$ cat config.mk
export PLATFORM = sky130hd
export DESIGN_NAME = voting_ctrl
export DESIGN_NICKNAME = d
export VERILOG_FILES = /design/src/rtl/voting_ctrl.sv
export SDC_FILE = /design/constraint.sdc
export NUM_CORES = 1
export LEC_CHECK = 0
export ABC_AREA = 1
export CAP_MARGIN = 20
export CELL_PAD_IN_SITES_DETAIL_PLACEMENT = 1
export CELL_PAD_IN_SITES_GLOBAL_PLACEMENT = 1
export CORE_MARGIN = 2
export CORE_UTILIZATION = 49
export CTS_CLUSTER_DIAMETER = 60
export DETAILED_ROUTE_END_ITERATION = 10
export DONT_BUFFER_PORTS = 1
export PLACE_DENSITY_LB_ADDON = 0.1
export SLEW_MARGIN = 10
export SYNTH_ARGS = -nofsm -noshare
export SYNTH_HDL_FRONTEND = slang
export SYNTH_SLANG_ARGS = --single-unit
$ cat constraint.sdc
create_clock -name clk -period 9.4 [get_ports clk]
set_input_delay 0.94 -clock clk [delete_from_list [all_inputs] [get_ports clk]]
set_output_delay 0.94 -clock clk [all_outputs]
set_load 0.05 [all_outputs]
$ cat src/rtl/voting_ctrl.sv
// Round-robin ballot collector: grants one voter per cycle, tallies ballots per candidate,
// then scans the tallies one candidate per cycle to pick the winner (lowest index on ties).
module voting_ctrl #(
    parameter int NUM_VOTERS = 8,
    parameter int CAND_BITS  = 2
) (
    input  logic                            clk,
    input  logic                            rst_n,
    input  logic                            start,
    input  logic                            close,
    input  logic [NUM_VOTERS-1:0]           req,
    input  logic [NUM_VOTERS*CAND_BITS-1:0] ballot,
    output logic [NUM_VOTERS-1:0]           grant,
    output logic [NUM_VOTERS-1:0]           voted,
    output logic                            busy,
    output logic                            done,
    output logic [CAND_BITS-1:0]            winner,
    output logic [$clog2(NUM_VOTERS):0]     win_count,
    output logic                            dup_req
);

    localparam int NUM_CANDS = 2**CAND_BITS;
    localparam int PTR_W     = $clog2(NUM_VOTERS);
    localparam int CNT_W     = $clog2(NUM_VOTERS) + 1;

    typedef enum logic [1:0] {
        IDLE,
        COLLECT,
        COMPARE,
        DONE
    } state_t;

    state_t                  state_q;
    state_t                  state_d;

    logic [CNT_W-1:0]        tally_q [NUM_CANDS];
    logic [NUM_VOTERS-1:0]   voted_q;
    logic [PTR_W-1:0]        rr_ptr_q;
    logic [CNT_W-1:0]        best_count_q;
    logic [CAND_BITS-1:0]    best_idx_q;
    logic [CAND_BITS-1:0]    cmp_idx_q;
    logic [CAND_BITS-1:0]    winner_q;
    logic [CNT_W-1:0]        win_count_q;
    logic                    dup_q;

    logic [NUM_VOTERS-1:0]   eligible;
    logic                    grant_valid;
    logic [PTR_W-1:0]        grant_idx;
    logic [PTR_W-1:0]        search_idx;
    logic [CAND_BITS-1:0]    granted_ballot;
    logic                    all_voted;
    logic                    cmp_last;
    logic [CNT_W-1:0]        cand_count;
    logic                    cand_take;
    logic [CNT_W-1:0]        next_best_count;
    logic [CAND_BITS-1:0]    next_best_idx;

    assign eligible = req & ~voted_q;

    // Round-robin search starting at rr_ptr_q; the pointer width makes the wrap free.
    always_comb begin
        grant       = '0;
        grant_valid = 1'b0;
        grant_idx   = '0;
        search_idx  = '0;
        if (state_q == COLLECT) begin
            for (int i = 0; i < NUM_VOTERS; i++) begin
                search_idx = rr_ptr_q + PTR_W'(i);
                if (!grant_valid && eligible[search_idx]) begin
                    grant_valid = 1'b1;
                    grant_idx   = search_idx;
                end
            end
            if (grant_valid) begin
                grant[grant_idx] = 1'b1;
            end
        end
    end

    always_comb begin
        granted_ballot = '0;
        for (int i = 0; i < NUM_VOTERS; i++) begin
            if (grant[i]) begin
                granted_ballot = ballot[i*CAND_BITS +: CAND_BITS];
            end
        end
    end

    assign all_voted = grant_valid && (&(voted_q | grant));
    assign cmp_last  = &cmp_idx_q;

    // Strict comparison keeps the earliest (lowest-index) candidate on a tie.
    assign cand_count      = tally_q[cmp_idx_q];
    assign cand_take       = (cmp_idx_q == '0) || (cand_count > best_count_q);
    assign next_best_count = cand_take ? cand_count : best_count_q;
    assign next_best_idx   = cand_take ? cmp_idx_q  : best_idx_q;

    always_ff @(posedge clk or negedge rst_n) begin
        if (!rst_n) begin
            state_q <= IDLE;
        end else begin
            state_q <= state_d;
        end
    end

    always_comb begin
        state_d = state_q;
        case (state_q)
            IDLE: begin
                if (start) begin
                    state_d = COLLECT;
                end
            end
            COLLECT: begin
                if (close || all_voted) begin
                    state_d = COMPARE;
                end
            end
            COMPARE: begin
                if (cmp_last) begin
                    state_d = DONE;
                end
            end
            DONE: begin
                if (start) begin
                    state_d = COLLECT;
                end
            end
            default: state_d = IDLE;
        endcase
    end

    // Tallies cannot wrap: each voter is counted once and CNT_W holds NUM_VOTERS.
    always_ff @(posedge clk or negedge rst_n) begin
        if (!rst_n) begin
            for (int c = 0; c < NUM_CANDS; c++) begin
                tally_q[c] <= '0;
            end
            voted_q      <= '0;
            rr_ptr_q     <= '0;
            best_count_q <= '0;
            best_idx_q   <= '0;
            cmp_idx_q    <= '0;
            winner_q     <= '0;
            win_count_q  <= '0;
            dup_q        <= 1'b0;
        end else begin
            dup_q <= (state_q == COLLECT) && (|(req & voted_q));
            case (state_q)
                IDLE, DONE: begin
                    if (start) begin
                        for (int c = 0; c < NUM_CANDS; c++) begin
                            tally_q[c] <= '0;
                        end
                        voted_q      <= '0;
                        rr_ptr_q     <= '0;
                        best_count_q <= '0;
                        best_idx_q   <= '0;
                        cmp_idx_q    <= '0;
                        winner_q     <= '0;
                        win_count_q  <= '0;
                    end
                end
                COLLECT: begin
                    if (grant_valid) begin
                        tally_q[granted_ballot] <= tally_q[granted_ballot] + CNT_W'(1);
                        voted_q                 <= voted_q | grant;
                        rr_ptr_q                <= grant_idx + PTR_W'(1);
                    end
                end
                COMPARE: begin
                    best_count_q <= next_best_count;
                    best_idx_q   <= next_best_idx;
                    cmp_idx_q    <= cmp_idx_q + CAND_BITS'(1);
                    if (cmp_last) begin
                        winner_q    <= next_best_idx;
                        win_count_q <= next_best_count;
                    end
                end
                default: ;
            endcase
        end
    end

    assign voted     = voted_q;
    assign busy      = (state_q == COLLECT) || (state_q == COMPARE);
    assign done      = (state_q == DONE);
    assign winner    = winner_q;
    assign win_count = win_count_q;
    assign dup_req   = dup_q;

endmodule

==> qor.log, run 1 <==
INFO  clock_network  hold_fix_buffer_count_after_cts=0
INFO  route          detailroute.via_count=3580
INFO  global_route   antenna_violations_before_repair=0
INFO  clock_network  clock_tree.root_cell=sky130_fd_sc_hd__clkbuf_8
INFO  clock_network  post_cts_buffers=0
INFO  clock_network  cts_max_path_buffers=2
INFO  clock_network  cts_tree=yes
INFO  timing         fin_crit_sh=54.5%
INFO  timing         hold_viol_final=0
INFO  critical_path  r2r_depth=22
INFO  critical_path  worst_ep_arrival_time=5.29ns
INFO  timing         fin_skew=0.00457ns
INFO  placed_design  place.port_buffers=0
INFO  timing         min_period=5.12ns
INFO  clock_network  tritoncts_num_sinks=44
INFO  clock_network  clkLatencyLatePin=0.30ns
INFO  finish         multiInputGateArea=2120um2
INFO  synthesis      synthesis.area_per_instance=6.78um2
INFO  route          route.detailed.drc=0
INFO  finish         n_fill_cell=996
INFO  clock_network  worst_setup_hold_path_clk_slew=0.09ns
INFO  synthesis      synth-edff-count=0
INFO  floorplan      floorplan.die.height=89.8um
INFO  clock_network  htreeDepth=2
INFO  synthesis      ys_seq_elements=44
INFO  timing         worst_slew_pin_slew=1.05ns
INFO  synthesis      post_synth_num_cell_types=42
INFO  finish         finish.net_count=573
INFO  critical_path  critical_path_class=flop to flop
INFO  synthesis      post_synth_inst_count=532
INFO  placed_design  place_hpwl=8.93mm
INFO  placed_design  routability_congestion_estimate=0.907
INFO  route          detail_route.iter0.violations=106
INFO  min_path       timing.hold.worst.class=input port to async pin
INFO  global_route   gr-usage-all-layers=28.5%
INFO  synthesis      most_instantiated_flip_flop_cell_in_the_synthesis_netlist=sky130_fd_sc_hd__dfrtp_1
INFO  status         status=complete, no violations
INFO  synthesis      synth_warnings=0
INFO  timing         count_of_final_max_slew_check_failures=0
INFO  clock_network  cts-resized-gates=0
INFO  timing         rsz0062_at_grt=false
INFO  global_route   gr-total-overflow=0
INFO  global_route   first_pass_grt_wire_length=18.8mm
INFO  floorplan      core_region_area=7180um2
INFO  route          routed_wl=11.1mm
INFO  finish         layout-drive-gt1-share=11.3%
INFO  finish         antennaDiodeCount=0
INFO  floorplan      count_of_pins_on_the_block_boundary=53
INFO  finish         area_growth_syn_to_layout=5.62%
INFO  synthesis      yosysTopAreaCellShare=30.5%
INFO  finish         layout.area.seq=1100um2
INFO  critical_path  critical_path.max_fanout=12
INFO  critical_path  timing.critical_path.required=9.57ns
INFO  clock_network  cts_buffers=5
INFO  route          routed_via_density=5.68
INFO  floorplan      die_w=89.8um
INFO  timing         timing.setup.tns=0ns
INFO  critical_path  worstSetupStartpointType=flop
INFO  route          detail_route.wl_per_cell=17.6um
INFO  synthesis      synth.most_common_cell=sky130_fd_sc_hd__nand2_1
INFO  timing         maximum_operating_frequency=195MHz
INFO  floorplan      dieArea=8060um2
INFO  synthesis      synth-async-reset-ratio=100%
INFO  floorplan      placement_rows=31
INFO  synthesis      mappedNetlistArea=3600um2
INFO  floorplan      start_util=50.2%
INFO  synthesis      synth_nets=574
INFO  route          antenna_violating_nets_post_route=0
INFO  route          drtPass1Iterations=4
INFO  timing         setup_viol=0
INFO  timing         maxSlewHeadroom=29.6%
INFO  critical_path  setup.worst_path.end_class=flop
INFO  global_route   pin_count_of_the_biggest_net_entering_global_routing=45
INFO  synthesis      synth_area_leaders=sky130_fd_sc_hd__dfrtp_1 31%, sky130_fd_sc_hd__nand2_1 13%, sky130_fd_sc_hd__nand3_1 9.7%
INFO  synthesis      leading_post_synthesis_cells_by_instance_count=121 x sky130_fd_sc_hd__nand2_1, 76 x sky130_fd_sc_hd__inv_1, 70 x sky130_fd_sc_hd__nand3_1
INFO  synthesis      synth_sequential_area_ratio=30.5%
INFO  global_route   grt_pass1_vias=3865
INFO  synthesis      synth_area_leader_cell=sky130_fd_sc_hd__dfrtp_1
INFO  job            maxCapViolCount=0
## stage by stage
step	utilization, %	cells	hold WS, ns	setup slack (ns)	cell area, um2
6_report	53.1	630	0.322	4.28	3810
5_1_grt	53.1	630	0.306	3.85	3810
4_1_cts	53.1	630	0.318	4.29	3810
3_5_place_dp	51.3	623	0.477	4.33	3680
3_3_place_gp	51.3	623	0.465	4.53	3680
2_1_floorplan	-	532	0.448	5.35	3600
## worst paths after layout
path	startpoint	to	slack (ns)
max in group asynchronous	rst_n	cmp_idx_q[0]$_DFFE_PN0P_	8.99
setup / recovery	rr_ptr_q[0]$_DFFE_PN0P_	tally_q[13]$_DFFE_PN0P_	4.28
setup reg to reg	rr_ptr_q[0]$_DFFE_PN0P_	tally_q[13]$_DFFE_PN0P_	4.28
min in group clk	tally_q[7]$_DFFE_PN0P_	tally_q[7]$_DFFE_PN0P_	0.50
hold reg to reg	tally_q[7]$_DFFE_PN0P_	tally_q[7]$_DFFE_PN0P_	0.50
hold / removal	rst_n	rr_ptr_q[1]$_DFFE_PN0P_	0.32
## routing by layer
| metal | up-vias | share of wire, % | GRT usage, % |
|---|---|---|---|
| li1 | 1734 | - | - |
| met1 | 1747 | 43 | 35.1 |
| met2 | 77 | 51 | 51.3 |
| met3 | 22 | 3.6 | 4.61 |
| met4 | 0 | 2.5 | 8.85 |
| met5 | - | 0 | 0 |
## flip-flops by register name, summed over array words and instances (netlist names)
signal and cells:
best_idx_q 2, state_q 2, win_count 4, dup_req 1, voted 8, best_count_q 4, winner 2, rr_ptr_q 3
tally_q 16, cmp_idx_q 2
## area by class of cell
type                            count  area share (%)
Multi-Input combinational cell    392            55.8
Sequential cell                    44            28.9
Tap cell                           99            3.25
Inverter                           88            8.68
Clock inverter                      2            1.58
Clock buffer                        5            1.81
## critical path, cell delays in order, from the launching register on
cell	delay, ns
sky130_fd_sc_hd__dfrtp_1	0.64
sky130_fd_sc_hd__inv_2	0.22
sky130_fd_sc_hd__ha_1	0.43
sky130_fd_sc_hd__inv_1	0.23
sky130_fd_sc_hd__nand3_1	0.20
sky130_fd_sc_hd__nand3_2	0.13
sky130_fd_sc_hd__nand2_2	0.09
sky130_fd_sc_hd__nor2_4	0.11
sky130_fd_sc_hd__nand4_2	0.12
sky130_fd_sc_hd__nor2_4	0.18
sky130_fd_sc_hd__nand4_1	0.16
sky130_fd_sc_hd__nand3_2	0.14
sky130_fd_sc_hd__nand2_1	0.10
sky130_fd_sc_hd__nor3_2	0.80
sky130_fd_sc_hd__a21oi_1	0.22
sky130_fd_sc_hd__inv_1	0.10
sky130_fd_sc_hd__nor2_1	0.06
sky130_fd_sc_hd__nor2_2	0.19
sky130_fd_sc_hd__nand3_1	0.13
sky130_fd_sc_hd__nand2_2	0.17
sky130_fd_sc_hd__ha_1	0.27
sky130_fd_sc_hd__nand2_1	0.17
sky130_fd_sc_hd__o22ai_1	0.12
## cells by family after synthesis
logic type	after synthesis	synth area share, %
AOI/OAI and AO/OA	90	13.8
DFF	44	30.5
and+or+nand+nor	284	38.3
xor gates and xnor gates	4	1.91
buffers and inverters	96	10.6
adders and majority gates	14	4.86
## cells in the final DEF, fill, tap and decap left out, types with 7 or more instances in the layout
cell,n
sky130_fd_sc_hd__a21oi_1,27
sky130_fd_sc_hd__dfrtp_1,44
sky130_fd_sc_hd__ha_1,14
sky130_fd_sc_hd__inv_1,76
sky130_fd_sc_hd__inv_2,11
sky130_fd_sc_hd__nand2_1,121
sky130_fd_sc_hd__nand2_2,12
sky130_fd_sc_hd__nand3_1,70
sky130_fd_sc_hd__nand3_2,8
sky130_fd_sc_hd__nand4_1,9
sky130_fd_sc_hd__nor2_1,38
sky130_fd_sc_hd__o21ai_0,35
sky130_fd_sc_hd__o21ai_1,8
sky130_fd_sc_hd__o22ai_1,7
Power of run 1 is left out: the tool's default activity adds up to more than one toggle a clock period on the data nets, which glitch-free logic cannot reach.
==> run 2: changes to the inputs <==
--- a/config.mk
+++ b/config.mk
@@ -10,7 +10,7 @@
 export CELL_PAD_IN_SITES_DETAIL_PLACEMENT = 1
 export CELL_PAD_IN_SITES_GLOBAL_PLACEMENT = 1
 export CORE_MARGIN = 2
-export CORE_UTILIZATION = 49
+export CORE_UTILIZATION = 46
 export CTS_CLUSTER_DIAMETER = 60
 export DETAILED_ROUTE_END_ITERATION = 10
 export DONT_BUFFER_PORTS = 1
==> constraint.sdc (replaced) <==
create_clock -name clk -period 5 [get_ports clk]
set_input_delay 0.5 -clock clk [delete_from_list [all_inputs] [get_ports clk]]
set_output_delay 0.5 -clock clk [all_outputs]
set_load 0.05 [all_outputs]
==> run 2 against run 1 <==
Compared with the run above: non-clock buffer count increased by 13; critical path depth increased by 6; fmax increased by 11%; wire length increased by 3.1%; setup slack got worse by 3.9 ns; final cell count increased by 2.7%; core utilization decreased by 1.8 points; sequential cell count unchanged; sequential share of layout area decreased by 0.79 points; critical endpoint is now tally_q[2]$_DFFE_PN0P_.
==> qor.log, run 2 (synthesis results as in run 1) <==
INFO  status         status=complete, no violations [unchanged]
INFO  placed_design  place.port_buffers=0 [unchanged]
INFO  clock_network  tritoncts_num_sinks=44 [unchanged]
INFO  timing         maxSlewHeadroom=35.9% [was 29.6%]
INFO  clock_network  cts_buffers=5 [unchanged]
INFO  clock_network  clkLatencyLatePin=0.30ns [about the same]
INFO  clock_network  cts_tree=yes [unchanged]
INFO  route          detail_route.wl_per_cell=17.7um [was 17.6 um]
INFO  finish         largest_register_ffs=16 [unchanged]
INFO  floorplan      dieArea=8560um2 [was 8060 um2]
INFO  global_route   first_pass_grt_wire_length=18.6mm [was 18.8 mm]
INFO  route          routed_wl=11.4mm [was 11.1 mm]
INFO  critical_path  critical_path_class=flop to flop [unchanged]
INFO  global_route   gr-total-overflow=0 [unchanged]
INFO  global_route   gr-usage-all-layers=27.3% [was 28.5%]
INFO  route          detailroute.via_count=3655 [was 3580]
INFO  floorplan      count_of_pins_on_the_block_boundary=53 [unchanged]
INFO  finish         antennaDiodeCount=0 [unchanged]
INFO  clock_network  clock_tree.root_cell=sky130_fd_sc_hd__clkbuf_8 [unchanged]
INFO  placed_design  place_hpwl=9.21mm [was 8.93 mm]
INFO  floorplan      floorplan.die.height=92.5um [was 89.8 um]
INFO  critical_path  reg2reg_slack=0.38ns [was 4.28 ns]
INFO  timing         hold_viol_final=0 [unchanged]
INFO  job            maxCapViolCount=0 [unchanged]
INFO  critical_path  reg2reg_launch_point=rr_ptr_q[0]$_DFFE_PN0P_ [unchanged]
INFO  critical_path  worstSetupStartpointType=flop [unchanged]
INFO  critical_path  worst_ep_arrival_time=4.80ns [was 5.29 ns]
INFO  finish         area_growth_syn_to_layout=8.85% [was 5.62%]
INFO  timing         fin_crit_sh=92.3% [was 54.5%]
INFO  global_route   grt_pass1_vias=3833 [was 3865]
INFO  critical_path  setup.worst_path.end_class=flop [unchanged]
INFO  timing         setup_viol=0 [unchanged]
INFO  critical_path  cpMostUsedCell=sky130_fd_sc_hd__nand2_1
INFO  placed_design  routability_congestion_estimate=0.947 [was 0.907]
INFO  route          routed_via_density=5.65 [was 5.68]
INFO  floorplan      start_util=47.1% [was 50.2%]
INFO  global_route   pin_count_of_the_biggest_net_entering_global_routing=45 [unchanged]
INFO  min_path       timing.hold.worst.class=input port to async pin [unchanged]
INFO  critical_path  worst_r2r_endpoint=tally_q[2]$_DFFE_PN0P_ [was tally_q[13]$_DFFE_PN0P_]
INFO  clock_network  worst_setup_hold_path_clk_slew=0.09ns [about the same]
INFO  finish         finish.net_count=586 [was 573]
INFO  floorplan      placement_rows=32 [was 31]
INFO  finish         instances_no_fill=647 [was 630]
INFO  finish         n_fill_cell=1022 [was 996]
INFO  finish         layout.cells.most_common=sky130_fd_sc_hd__nand2_1 [unchanged]
INFO  floorplan      die_w=92.5um [was 89.8 um]
INFO  clock_network  htreeDepth=2 [unchanged]
INFO  finish         layout-drive-gt1-share=13.9% [was 11.3%]
INFO  timing         timing.setup.tns=0ns [unchanged]
INFO  critical_path  critical_path.max_fanout=12 [unchanged]
INFO  timing         maximum_operating_frequency=217MHz [was 195 MHz]
INFO  timing         worst_slew_pin_slew=0.954ns [was 1.05 ns]
INFO  critical_path  r2r_depth=28 [was 22]
INFO  clock_network  cts_max_path_buffers=2 [unchanged]
INFO  global_route   antenna_violations_before_repair=0 [unchanged]
INFO  timing         fin_skew=0.00815ns [was 0.00457 ns]
INFO  critical_path  cp_slowest_stage_delay=0.47ns [was 0.80 ns]
INFO  critical_path  critical-path-slowest-cell=sky130_fd_sc_hd__dfrtp_2 [was sky130_fd_sc_hd__nor3_2]
INFO  route          route.detailed.drc=0 [unchanged]
INFO  route          detail_route.iter0.violations=146 [was 106]
INFO  critical_path  timing.critical_path.required=5.18ns [was 9.57 ns]
INFO  placed_design  placedCellCount=634 [was 623]
INFO  timing         min_period=4.62ns [was 5.12 ns]
INFO  floorplan      core_region_area=7650um2 [was 7180 um2]
INFO  finish         register_with_the_most_flip_flops=tally_q [unchanged]
INFO  timing         count_of_final_max_slew_check_failures=0 [unchanged]
INFO  route          antenna_violating_nets_post_route=0 [unchanged]
INFO  finish         final_cell_mix=121 x sky130_fd_sc_hd__nand2_1, 76 x sky130_fd_sc_hd__inv_1, 70 x sky130_fd_sc_hd__nand3_1 [unchanged]
INFO  route          drtPass1Iterations=4 [unchanged]
INFO  timing         rsz0062_at_grt=false [unchanged]
run 2: cell count changes in the layout (fill, tap and decap cells not counted), sizes merged:
cell    delta
buf       +13
clkbuf     +1
bufinv     -1
clkinv     +1
run 2: worst max path at each step:
stage	startpoint	end	slack, ns	depth (start not counted)
after floorplan	rr_ptr_q[1]$_DFFE_PN0P_	tally_q[5]$_DFFE_PN0P_	0.95	23
after global placement	rr_ptr_q[0]$_DFFE_PN0P_	tally_q[14]$_DFFE_PN0P_	0.41	28
after detailed placement	rr_ptr_q[0]$_DFFE_PN0P_	tally_q[14]$_DFFE_PN0P_	0.25	28
after CTS	rr_ptr_q[0]$_DFFE_PN0P_	tally_q[14]$_DFFE_PN0P_	0.17	28
after global routing	rr_ptr_q[1]$_DFFE_PN0P_	tally_q[1]$_DFFE_PN0P_	0.008	28
final	rr_ptr_q[0]$_DFFE_PN0P_	tally_q[2]$_DFFE_PN0P_	0.38	28
run 2: area by class of cell:
type                    instances  area (um2)  share of cell area (%)
repair buffers                 13         118                    3.00
multi-input cells             392        2120                    54.1
inverters                      88         330                    8.42
clock buffers                   6        82.6                    2.10
flip-flops and latches         44        1100                    28.1
clock inverters                 2        38.8                   0.989
well taps                     102         128                    3.25
run 2: metrics by stage:
step                      setup slack (ns)  instance area, um2  hold slack, ns  utilization [%]
after detailed placement             0.248                3740           0.206             48.9
after floorplan                      0.947                3600           0.204                -
after global placement               0.407                3740           0.205             48.9
after CTS                            0.169                3890          0.0375             50.9
final                                0.385                3920          0.0347             51.3
after global routing               0.00841                3920          0.0337             51.3
run 2: worst max-delay path, delay by kind of cell, from the launching register on:
kind | cells | cell delay (ns)
xor+xnor | 1 | 0.26
simple gates | 20 | 2.38
fa+ha+maj | 2 | 0.57
buf+inv | 4 | 0.71
flops | 1 | 0.47
compound gates | 1 | 0.10
run 2: metal layers:
layer / part of all wire (%) / global-route usage [%] / routed length (um) / up-vias
li1: - / - / - / 1761
met1: 42 / 33.7 / 4770 / 1795
met2: 53 / 51.1 / 6040 / 84
met3: 4.1 / 3.25 / 473 / 15
met4: 1.4 / 5.60 / 161 / 0
met5: 0 / 0 / 0 / -
run 2: timing repair:
action	in CTS	in global routing
hold buffers	1	0
endpoints found under the hold margin	44	0
buffers inserted	0	4
resized for setup	0	2
endpoints found under the setup margin	0	12
Power of run 2 is left out for the same reason.
==> run 3: changes to the inputs <==
--- a/config.mk
+++ b/config.mk
@@ -6,7 +6,6 @@
 export NUM_CORES = 1
 export LEC_CHECK = 0
 export ABC_AREA = 1
-export CAP_MARGIN = 20
 export CELL_PAD_IN_SITES_DETAIL_PLACEMENT = 1
 export CELL_PAD_IN_SITES_GLOBAL_PLACEMENT = 1
 export CORE_MARGIN = 2
@@ -14,6 +13,7 @@
 export CTS_CLUSTER_DIAMETER = 60
 export DETAILED_ROUTE_END_ITERATION = 10
 export DONT_BUFFER_PORTS = 1
+export GPL_TIMING_DRIVEN = 0
 export PLACE_DENSITY_LB_ADDON = 0.1
 export SLEW_MARGIN = 10
 export SYNTH_ARGS = -nofsm -noshare
==> run 3 against run 2 <==
Compared with the run above: global-route usage decreased by 1.1 points; critical path type unchanged; sequential cell count unchanged; largest cell class unchanged; final cell count decreased by 0.93%; final area decreased by 1.4%; non-clock buffer count decreased by 4; sequential share of layout area increased by 0.34 points; wire length decreased by 5.6%; count of clock-buffer cells in the layout decreased by 1; first-iteration DRC count decreased by 58%; die area unchanged; critical path depth decreased by 4.
==> qor.log, run 3 (synthesis results as in run 1) <==
INFO  timing         rsz0062_at_grt=false [unchanged]
INFO  timing         maxSlewHeadroom=28.2% [was 35.9%]
INFO  clock_network  cts_buffers=5 [unchanged]
INFO  clock_network  post_cts_buffers=0 [unchanged]
INFO  placed_design  place_hpwl=8.69mm [was 9.21 mm]
INFO  global_route   grt_pass1_vias=3816 [was 3833]
INFO  critical_path  reg2reg_launch_point=rr_ptr_q[1]$_DFFE_PN0P_ [was rr_ptr_q[0]$_DFFE_PN0P_]
INFO  finish         register_with_the_most_flip_flops=tally_q [unchanged]
INFO  floorplan      start_util=47.1% [unchanged]
INFO  global_route   antenna_violations_before_repair=0 [unchanged]
INFO  timing         setup_viol=0 [unchanged]
INFO  critical_path  cpMostUsedCell=sky130_fd_sc_hd__nand2_1 [unchanged]
INFO  critical_path  worst_r2r_endpoint=tally_q[5]$_DFFE_PN0P_ [was tally_q[2]$_DFFE_PN0P_]
INFO  clock_network  htreeDepth=2 [unchanged]
INFO  finish         n_fill_cell=1032 [was 1022]
INFO  route          drtPass1Iterations=4 [unchanged]
INFO  floorplan      dieArea=8560um2 [unchanged]
INFO  finish         finish.net_count=582 [was 586]
INFO  route          antenna_violating_nets_post_route=0 [unchanged]
INFO  clock_network  cts_tree=yes [unchanged]
INFO  placed_design  place.port_buffers=0 [unchanged]
INFO  route          detail_route.wl_per_cell=16.8um [was 17.7 um]
INFO  timing         finalHoldWorstSlack=0.0245ns [was 0.0347 ns]
INFO  floorplan      core_region_area=7650um2 [unchanged]
INFO  timing         min_period=4.61ns [was 4.62 ns]
INFO  route          routed_via_density=5.61 [was 5.65]
INFO  finish         final_cell_mix=121 x sky130_fd_sc_hd__nand2_1, 75 x sky130_fd_sc_hd__inv_1, 70 x sky130_fd_sc_hd__nand3_1 [was 121 x sky130_fd_sc_hd__nand2_1, 76 x sky130_fd_sc_hd__inv_1, 70 x sky130_fd_sc_hd__nand3_1]
INFO  finish         area_growth_syn_to_layout=7.29% [was 8.85%]
INFO  route          routed_wl=10.8mm [was 11.4 mm]
INFO  placed_design  routability_congestion_estimate=0.899 [was 0.947]
INFO  global_route   first_pass_grt_wire_length=18.0mm [was 18.6 mm]
INFO  finish         largest_register_ffs=16 [unchanged]
INFO  timing         timing.setup.tns=0ns [unchanged]
INFO  critical_path  timing.critical_path.required=5.17ns [was 5.18 ns]
INFO  timing         count_of_final_max_slew_check_failures=0 [unchanged]
INFO  global_route   pin_count_of_the_biggest_net_entering_global_routing=45 [unchanged]
INFO  clock_network  cts_max_path_buffers=2 [unchanged]
INFO  finish         layout.cells.most_common=sky130_fd_sc_hd__nand2_1 [unchanged]
INFO  clock_network  tritoncts_num_sinks=44 [unchanged]
INFO  clock_network  worst_setup_hold_path_clk_slew=0.09ns [about the same]
INFO  global_route   gr-total-overflow=0 [unchanged]
INFO  critical_path  r2r_depth=24 [was 28]
INFO  timing         maximum_operating_frequency=217MHz [about the same]
INFO  floorplan      die_w=92.5um [unchanged]
INFO  timing         fin_ws=0.393ns [was 0.385 ns]
INFO  status         status=complete, no violations [unchanged]
INFO  finish         layout.area.seq=1100um2 [about the same]
INFO  clock_network  clkLatencyLatePin=0.30ns [about the same]
INFO  timing         hold_viol_final=0 [unchanged]
INFO  global_route   gr-usage-all-layers=26.3% [was 27.3%]
INFO  timing         fin_crit_sh=92.1% [was 92.3%]
INFO  timing         fin_skew=0.00502ns [was 0.00815 ns]
INFO  critical_path  worst_ep_arrival_time=4.78ns [was 4.80 ns]
INFO  route          detail_route.iter0.violations=62 [was 146]
INFO  finish         antennaDiodeCount=0 [unchanged]
INFO  clock_network  clock_tree.root_cell=sky130_fd_sc_hd__clkbuf_8 [unchanged]
INFO  critical_path  critical_path.max_fanout=8 [was 12]
INFO  finish         layout-drive-gt1-share=12.2% [was 13.9%]
INFO  placed_design  placedCellCount=634 [unchanged]
INFO  placed_design  place_ws=0.0749ns [was 0.248 ns]
INFO  critical_path  timing.critical_path.cells=buf_4 > inv_2 > ha_1 > inv_2 > nand3_1 > nand2_1 > nand2_1 > nand2_1 > nand3_2 > nor2_4 > nor2_1 > nand3b_1 > nand2_1 > nand3_2 > nor3_4 > a21oi_1 > inv_1 > nor2_1 > nor2_2 > nand3_1 > nand2_2 > ha_1 > nand2_1 > o22ai_1
INFO  route          route.detailed.drc=0 [unchanged]
INFO  route          detailroute.via_count=3598 [was 3655]
INFO  floorplan      count_of_pins_on_the_block_boundary=53 [unchanged]
INFO  timing         worst_slew_pin_slew=1.07ns [was 0.954 ns]
INFO  job            maxCapViolCount=0 [unchanged]
INFO  critical_path  reg2reg_slack=0.39ns [was 0.38 ns]
INFO  critical_path  critical-path-slowest-cell=sky130_fd_sc_hd__nor3_4 [was sky130_fd_sc_hd__dfrtp_2]
INFO  critical_path  setup.worst_path.end_class=flop [unchanged]
INFO  floorplan      floorplan.die.height=92.5um [unchanged]
INFO  min_path       timing.hold.worst.class=input port to async pin [unchanged]
INFO  critical_path  worstSetupStartpointType=flop [unchanged]
INFO  floorplan      placement_rows=32 [unchanged]
INFO  finish         instances_no_fill=641 [was 647]
INFO  finish         multiInputGateArea=2130um2 [was 2120 um2]
INFO  critical_path  critical_path_class=flop to flop [unchanged]
INFO  critical_path  cp_slowest_stage_delay=0.59ns [was 0.47 ns]
[run 3: worst max-delay path, delay by kind of cell (launching register included)]
kind            cells  cell delay (ns)
flops               1             0.39
compound gates      2             0.32
fa+ha+maj           2             0.60
buf+inv             4             0.61
simple gates       16             2.55
[run 3: cell type report]
class	instances	share of cell area, %
buffer	8	1.29
clock buffer	5	1.78
clock inverter	1	0.776
inverter	88	8.57
multi-input combinational	392	55.1
sequential	44	28.5
tap	102	3.30
timing repair buffer	1	0.712
[run 3: how the worst max path moves through the flow]
stage,start,to,cells past startpoint,slack (ns)
after floorplan,rr_ptr_q[1]$_DFFE_PN0P_,tally_q[5]$_DFFE_PN0P_,23,0.95
after global placement,rr_ptr_q[1]$_DFFE_PN0P_,tally_q[6]$_DFFE_PN0P_,24,0.23
after detailed placement,rr_ptr_q[1]$_DFFE_PN0P_,tally_q[5]$_DFFE_PN0P_,24,0.07
after CTS,rr_ptr_q[1]$_DFFE_PN0P_,tally_q[5]$_DFFE_PN0P_,24,0.03
after global routing,rr_ptr_q[1]$_DFFE_PN0P_,tally_q[5]$_DFFE_PN0P_,29,0.003
final,rr_ptr_q[1]$_DFFE_PN0P_,tally_q[5]$_DFFE_PN0P_,24,0.39
[run 3: metrics by stage]
stage                     cell area [um2]  util, %
after floorplan                      3600        -
after global placement               3730     48.8
after detailed placement             3730     48.8
after CTS                            3860     50.5
after global routing                 3870     50.6
final                                3870     50.6
[run 3: routing by layer]
metal / wire, um / vias to the layer above / global-route usage (%)
met5: 0 / - / 0
met4: 326 / 0 / 9.08
met3: 423 / 24 / 3.58
met2: 5510 / 79 / 46.9
met1: 4530 / 1739 / 32.5
li1: - / 1756 / -
[run 3: repair_timing]
item / CTS / global route
hold buffers: 1 / 0
gates resized for setup: 0 / 4
endpoints found under the hold margin: 44 / 0
endpoints found under the setup margin: 0 / 12
Power of run 3 is left out for the same reason.
==> patch: new RTL, flow settings as in run 3 <==
Set the parameter `CAND_BITS` to 4 (it was 2).
--- a/src/rtl/voting_ctrl.sv
+++ b/src/rtl/voting_ctrl.sv
@@ -4,3 +4,3 @@
     parameter int NUM_VOTERS = 8,
-    parameter int CAND_BITS  = 2
+    parameter int CAND_BITS  = 4
 ) (
Ports: changed (resized ballot and winner); port bits go from 53 to 71. The function was not compared with the original's and may differ.
==> patch against run 3 <==
Worst setup slack got worse by 0.41 ns; clock skew increased by 0.0053 ns; final area increased by 120%; maximum frequency decreased by 8.2%; utilization increased by 6.0 points; synthesized area increased by 97%; critical path depth increased by 8; cell count increased by 100%; the flow now finishes with violations (negative setup slack); wire length increased to 2.6 times the old value; sequential cell count increased by 54.
Power is left out: the tool's default activity adds up to more than one toggle a clock period on the data nets, which glitch-free logic cannot reach.
==> patch: results (changes against run 3) <==
metric;value;unit;change
timing.hold.ws;0.05851;ns;+0.03404 ns
rr_worst_depth;32;;+33%
wire_per_inst;21.94;um;+30%
grt_max_degree;99;;+120%
worstSkewPairLatency;0.36;ns;+0.06 ns
dr.first_iter.drc_count;513;;+730%
place_congestion;0.9543;;+6.1%
met3_usage;5.175;%;+1.6 points
syn_nets;1111;;+94%
rr_startpoint;rr_ptr_q[0];;
hp-class;in2async;;
postCtsSetupBuffers;11;;+11
grt_pass1_vias;7516;;+97%
synth_fa_ha_area_share;2.295;%;-2.6 points
synth-xor-area-share;0.8121;%;-1.1 points
dp_hpwl;18400;um;+110%
yosysSeqAreaShare;34.60;%;+4.1 points
status;complete, but fails checks;;
cts.root.buffer_cell;clkbuf_16;;
largest_register_ffs;64;;+48
grt_pass1_wl;41050;um;+130%
setup_viol;4;;+4
worst-path-max-fanout;7;;-1
ctsResizeCount;51;;+51
numCtsBuffers;9;;+4
timing.clock.skew;0.01035;ns;+0.005328 ns
synth_compound_area_share;15.08;%;+1.3 points
critPathArrivalTime;5.29;ns;+0.51 ns
synthDistinctLibCells;44;;+4.8%
drt-pass1-iter-count;6;;+2
violations;negative setup slack;;
slowest_delay;0.66;ns;+0.07 ns
nNetsFinal;1157;;+99%
rr_endpoint;tally_q[25];;
grt_use_total;32.72;%;+6.4 points
synth_area_leaders;dfrtp_1 (35%), nand2_1 (16%), nand3_1 (8.2%);;
netlist_top_cells_count;nand2_1 (297), inv_1 (140), nand3_1 (116);;
htree_levels;3;;+1
tightest_slew;1.218;ns;+0.1501 ns
layout_setup_ws;-0.01851;ns;-0.4116 ns
met2_usage;54.07;%;+7.2 points
vias;7779;;+120%
drive_above_1_share;19.28;%;+7.0 points
## patch: cell types whose count changed after synthesis, sizes merged, moves of 45 or more
cell   change
nand2    +172
inv       +65
dfrtp     +54
nand3     +54
o21ai     +47
a21oi     +45
## patch: through the flow
step | setup TNS [ns] | std cells | area, um2 | worst slack (ns) | util (%)
6_report | -0.03345 | 1293 | 8576 | -0.01851 | 56.62
5_1_grt | -6.700 | 1293 | 8576 | -0.2459 | 56.62
4_1_cts | -0.2020 | 1271 | 7964 | -0.02842 | 52.58
3_5_place_dp | -57.12 | 1242 | 7328 | -1.603 | 48.39
3_3_place_gp | -55.82 | 1242 | 7328 | -1.554 | 48.39
2_1_floorplan | 0 | 1054 | 7093 | 0.1892 | -
## patch: metal layers
layer  up-vias  part of all wire [%]
met4         0                   5.4
met3       113                   6.1
li1       3516                     -
met5         -                     0
met2       328                    47
met1      3822                    41
## patch: layout make-up
cell class	count	area [um2]
Sequential cell	98	2464
Clock buffer	9	225.2
Multi-Input combinational cell	759	4254
Clock inverter	7	96.34
Fill cell	1959	6570
Timing Repair Buffer	39	402.9
Inverter	155	608.1
Buffer	38	290.3
Tap cell	188	235.2
## patch: how the worst max path moves through the flow
stage / from / end / cells past startpoint
5_1_grt: voted[1] / tally_q[25] / 32
4_1_cts: rr_ptr_q[1] / tally_q[41] / 35
3_3_place_gp: rr_ptr_q[1] / tally_q[37] / 31
3_5_place_dp: rr_ptr_q[1] / tally_q[61] / 31
6_report: rr_ptr_q[0] / tally_q[25] / 32
2_1_floorplan: rr_ptr_q[1] / tally_q[25] / 34
## patch: cell families (layout without fill, tap and decap cells)
group / count (synthesis) / count (layout)
compound gates: 200 / 200
xor+xnor: 4 / 4
fa+ha+maj: 13 / 13
buf+inv: 197 / 248
flops: 98 / 98
simple gates: 542 / 542
